===== src/rtl/pa_fpu.sv =====
// Shared FPU arithmetic package: state encoding for the sequential mantissa multiplier,
// also used by the arith FSM.
package pa_fpu;

    typedef enum logic [2:0] {
        MUL_IDLE          = 3'd0,
        MUL_START         = 3'd1,
        MUL_PRODUCT_ADD   = 3'd2,
        MUL_PRODUCT_SHIFT = 3'd3,
        MUL_RESULT_SET    = 3'd4,
        MUL_RESULT_VALID  = 3'd5
    } e_mul_state;

endpackage


===== src/rtl/fpu_mul_seq.sv =====
// Sequential shift-add multiplier for the FPU mantissa path: magnitude multiply with
// optional early termination, sign fixed up at the end, start/valid/ack handshake.
import pa_fpu::*;

module fpu_mul_seq #(
    parameter int WIDTH      = 24,
    parameter bit EARLY_TERM = 1'b1
) (
    input  logic                 clk,
    input  logic                 arst,
    input  logic                 start_i,
    input  logic                 signed_i,
    input  logic [WIDTH-1:0]     a_i,
    input  logic [WIDTH-1:0]     b_i,
    input  logic                 abort_i,
    input  logic                 ack_i,
    output logic                 busy_o,
    output logic                 valid_o,
    output logic [2*WIDTH-1:0]   product_o
);

    localparam int CW = $clog2(WIDTH + 1);

    e_mul_state           r_state;
    e_mul_state           w_nextState;
    logic [2*WIDTH-1:0]   r_acc;
    logic [2*WIDTH-1:0]   r_mcand;
    logic [2*WIDTH-1:0]   r_product;
    logic [WIDTH-1:0]     r_mplier;
    logic [CW-1:0]        r_cnt;
    logic                 r_neg;
    logic [WIDTH-1:0]     w_absA;
    logic [WIDTH-1:0]     w_absB;
    logic                 w_lastIter;

    // The most negative operand negates to 2^(WIDTH-1), which still fits unsigned.
    assign w_absA = (signed_i && a_i[WIDTH-1]) ? (~a_i + 1'b1) : a_i;
    assign w_absB = (signed_i && b_i[WIDTH-1]) ? (~b_i + 1'b1) : b_i;

    assign w_lastIter = (r_cnt == CW'(WIDTH - 1)) ||
                        (EARLY_TERM && (r_mplier[WIDTH-1:1] == '0));

    always_ff @(posedge clk or posedge arst) begin
        if (arst) begin
            r_state <= MUL_IDLE;
        end else begin
            r_state <= w_nextState;
        end
    end

    always_comb begin
        w_nextState = r_state;
        case (r_state)
            MUL_IDLE:          if (start_i) w_nextState = MUL_START;
            MUL_START:         w_nextState = MUL_PRODUCT_ADD;
            MUL_PRODUCT_ADD:   w_nextState = MUL_PRODUCT_SHIFT;
            MUL_PRODUCT_SHIFT: w_nextState = w_lastIter ? MUL_RESULT_SET : MUL_PRODUCT_ADD;
            MUL_RESULT_SET:    w_nextState = MUL_RESULT_VALID;
            MUL_RESULT_VALID:  if (ack_i) w_nextState = MUL_IDLE;
            default:           w_nextState = MUL_IDLE;
        endcase
        if (abort_i) begin
            w_nextState = MUL_IDLE;
        end
    end

    always_comb begin
        busy_o  = (r_state != MUL_IDLE);
        valid_o = (r_state == MUL_RESULT_VALID);
    end

    assign product_o = r_product;

    // Datapath is frozen on abort so the last delivered product survives.
    always_ff @(posedge clk or posedge arst) begin
        if (arst) begin
            r_acc     <= '0;
            r_mcand   <= '0;
            r_product <= '0;
            r_mplier  <= '0;
            r_cnt     <= '0;
            r_neg     <= 1'b0;
        end else if (!abort_i) begin
            case (r_state)
                MUL_IDLE: begin
                    if (start_i) begin
                        r_mcand  <= {{WIDTH{1'b0}}, w_absA};
                        r_mplier <= w_absB;
                        r_neg    <= signed_i & (a_i[WIDTH-1] ^ b_i[WIDTH-1]);
                    end
                end
                MUL_START: begin
                    r_acc <= '0;
                    r_cnt <= '0;
                end
                MUL_PRODUCT_ADD: begin
                    if (r_mplier[0]) begin
                        r_acc <= r_acc + r_mcand;
                    end
                end
                MUL_PRODUCT_SHIFT: begin
                    r_mcand  <= r_mcand << 1;
                    r_mplier <= r_mplier >> 1;
                    r_cnt    <= r_cnt + CW'(1);
                end
                MUL_RESULT_SET: begin
                    r_product <= r_neg ? (~r_acc + 1'b1) : r_acc;
                end
                default: ;
            endcase
        end
    end

endmodule


===== config.mk =====
export PLATFORM = sky130hd
export DESIGN_NAME = fpu_mul_seq
export DESIGN_NICKNAME = d
export VERILOG_FILES = /design/src/rtl/pa_fpu.sv /design/src/rtl/fpu_mul_seq.sv
export SDC_FILE = /design/constraint.sdc
export NUM_CORES = 1
export LEC_CHECK = 0
export ABC_AREA = 0
export BUFFER_PORTS_ARGS = -buffer_cell sky130_fd_sc_hd__buf_2
export CAP_MARGIN = 20
export CORE_ASPECT_RATIO = 1.25
export CORE_UTILIZATION = 58
export DETAILED_ROUTE_END_ITERATION = 10
export HOLD_SLACK_MARGIN = 0.1
export PLACE_DENSITY = 0.78
export SYNTH_ARGS = -nofsm -noshare
export SYNTH_HDL_FRONTEND = slang
export SYNTH_SLANG_ARGS = --single-unit

===== constraint.sdc =====
create_clock -name clk -period 5.45 [get_ports clk]
set_input_delay 0 -clock clk [delete_from_list [all_inputs] [get_ports clk]]
set_output_delay 0 -clock clk [all_outputs]
set_load 0.05 [all_outputs]

==> results.md <==
* Run status: finished clean
* CTS tree: done
* Reg2reg end: r_mcand[0]$_DFFE_PP0P_
* Worst vdd ir at 0.237 mV
* Switching share of power at 0.378
* First-pass GRT wire length at between 40 and 50 mm
* Hold EP: r_mcand[1]$_DFFE_PP0P_
* Vias per cell at just under 6
* Mapped Nets at 1536
* Starting Density at 0.589
* Slew Viols, Final at 0
* Worst R2R Path Depth at 8
* Post-Synth XOR/XNOR Area at 0.0883
* Fin crit period at ~3.6 ns
* Clock power share at 0.256
* Most common cell after layout, fill and taps aside: nand2_1
* Clk_lat worst skew at 0.43 ns
* Multi-input gate area at 7030 um2
* Resized Gates After CTS at 0
* Combinational power share at 0.353
* CP Capture Type: register
* Max-cap violations at 0
* Worst hold margin at around 0.10 ns
* Antenna-violating nets left at 0
* Final Hold Fails at 0
* Leakage at approximately 0.0064 uW
* Width of the die at 130 um
* Pre-antenna DRT Iters at 5
* Largest family of logic cells by synthesized area: compound AO/OA/AOI/OAI gates
* Max clock buf depth at 2
* Cell internal pwr at between 2000 and 3000 uW
* Fraction of the mapped netlist area in adder cells at 0.0558
* Ys flop type: dfrtp_1
* Hpwl dp at 20.5 mm
* Pin count of the biggest net entering global routing at 97
* Crit path kind: reg -> reg
* Core ar. at 20000 um2
* TritonCTS Buffers at 17
* Site row count at 58
* Register share of total power at 0.391
* Post-synth EDFFs at 0
* Fillers at 1676
* Sink Count at 177
* Sequential share of the synthesized area at 0.375
* Multiplexer share of the synthesized area at 0.0179
* GPL Wtd Cong at 0.910
* Simple-gate portion of the synthesized area at 0.203
* Power Density at 321 nW/um2
* Asr flop ratio synth at 1.00
* Overall Global Routing Usage at 0.287
* Tcrit/Tclk final at 0.662
* CTS H-Tree Depth at 4
* PortBufs at 103
* Avg Inst Size Synth at around 8.3 um2
* Grt total ovfl at 0
* Slew @ Worst Pin at approximately 0.84 ns
* Reg area at 4430 um2
* Die Y at 161 um
* Worst Skew at 0.00980 ns
* Post-synthesis compound-gate area fraction at 0.227
* DR WL/cell at roughly 16 um
* Cells after Synth at 1430
* Setup_tns at 0 ns
* Clk slew on worst S/H paths at 0.07 ns
* DR vias at 10801
* Top-level port count at 104
* Psw at about 1700 uW
* Post-synth cell types at 65
* Seq cells post-synth at 177
* Initial antenna violation count at 0
* Worst relative slew slack at 0.441
* Initial DRC count at ~740
* Mapped cell area at between 10000 and 15000 um2
* Hold path cells at 5
* Most frequent cells in the layout: nand2_1 (251), o21ai_0 (198), dfrtp_1 (177)
* Ant. Diodes at 0
* Highest clock rate at 277 MHz
* Min-delay src: a_i[1]
* Reg-to-Reg Start: r_state[0]$_DFFE_PP0P_
* Die area at 20900 um2
* Layout cells sized above 1 at 0.113
* # setup viols final at 0
* Synth Warn # at 0
* CTS root buffer: clkbuf_16
* DRT Wirelength at ~29 mm
* Startpoint types: register
* Vias in the first global route at 9858
* Drc violations at 0
* Hold Crit Class: in -> reg
* CP Max Fanout at 77
* R2R Setup Slk at 1.84 ns
* Critical Path RT at 5.77 ns
* Final core utilization at 0.681
* Worst EP arrival at 3.92 ns
* RSZ-0062 raised after global routing: no
* Area delta synth->final at 15.6%
* NumNets Final at 1650
==> power groups by stage <==
stage / Sequential (uW) / Combinational (uW) / Clock (uW)
final: 1710 / 1540 / 1120
after global routing: 1730 / 1730 / 1190
after CTS: 1700 / 1530 / 1130
after detailed placement: 1730 / 1480 / 0
after global placement: 1710 / 1470 / 0
after floorplan: 1650 / 1170 / 0
==> worst max-delay path: stages, from the launching register on <==
cell and delay, ns:
dfrtp_1 0.55, nand3b_1 0.60, nor2_2 0.75, buf_4 0.36, nor2_4 0.04, buf_4 0.32
nand2_1 0.17, o21ai_0 0.10, dlygate4sd3_1 0.56
==> stage by stage <==
stage	power, uW	instances	cell area, um2	setup WS (ns)
after global routing	4650	1826	13600	1.61
after floorplan	2820	1430	11800	0.648
after global placement	3180	1732	12500	1.97
after CTS	4370	1825	13600	1.89
after detailed placement	3210	1732	12500	1.92
final	4370	1826	13600	1.84
==> cell usage after synthesis, types with 9 or more instances <==
cell / n / area [um2]
or4_1: 10 / 75.1
nand2b_1: 9 / 56.3
dfrtp_1: 177 / 4430
mux2i_1: 20 / 200
nand2_1: 252 / 946
clkbuf_1: 81 / 304
nand3b_1: 9 / 67.6
nor3_1: 19 / 95.1
a21o_1: 39 / 293
or3_1: 24 / 150
nor2_1: 68 / 255
o211ai_1: 10 / 75.1
nand4_1: 13 / 81.3
nand3_1: 54 / 270
o21ai_0: 198 / 991
xor2_1: 82 / 718
o31ai_1: 18 / 135
o21bai_1: 9 / 67.6
a21oi_1: 93 / 465
nor4_1: 12 / 75.1
a31oi_1: 15 / 93.8
inv_1: 18 / 67.6
and3_1: 10 / 62.6
o41ai_1: 12 / 105
ha_1: 51 / 638
xnor2_1: 37 / 324
==> cells by family after synthesis <==
logic type                 count (synthesis)
DFF                                      177
adders and majority gates                 52
and+or+nand+nor                          514
AOI/OAI and AO/OA                        447
xor gates and xnor gates                 119
buffers and inverters                    100
muxes                                     21
==> sequential cells by signal (all words and copies together), names as in the netlist <==
name and flops:
r_cnt 5, r_mplier 24, product_o 48, r_neg 1, r_mcand 48, r_state 3
r_acc 48
==> repair_timing <==
action                                  CTS  global route
setup buffers                             0             0
endpoints found under the setup margin    0             0
hold buffers                             62             0
endpoints found under the hold margin   101             0
==> how the worst max path moves through the flow <==
stage                                 from                        to  slack, ns  depth (start not counted)
floorplan                             arst  product_o[0]$_DFFE_PP0P_       0.65                          1
finish              r_state[0]$_DFFE_PP0P_    r_mcand[0]$_DFFE_PP0P_       1.84                          8
CTS                   r_acc[6]$_DFFE_PP0P_     r_acc[45]$_DFFE_PP0P_       1.89                         10
global route        r_state[0]$_DFFE_PP0P_    r_mcand[0]$_DFFE_PP0P_       1.61                          8
global placement      r_acc[6]$_DFFE_PP0P_     r_acc[45]$_DFFE_PP0P_       1.97                         10
detailed placement    r_acc[6]$_DFFE_PP0P_     r_acc[45]$_DFFE_PP0P_       1.92                         10
==> cell type report <==
class                           instances  share of cell area
Clock inverter                         12             0.00642
Timing Repair Buffer                  177              0.0905
Clock buffer                           19              0.0332
Tap cell                              270              0.0248
Sequential cell                       177               0.325
Multi-Input combinational cell       1153               0.515
Inverter                               18             0.00532
==> routing by layer <==
layer	wire length [um]	vias to the layer above	part of all wire	GRT usage
met5	0	-	0	0
met4	591	0	0.020	0.100
met3	1580	47	0.055	0.0414
met2	13500	359	0.46	0.458
met1	13300	5034	0.46	0.397
li1	-	5361	-	-
No activity file was read; power rests on OpenSTA's default activity.
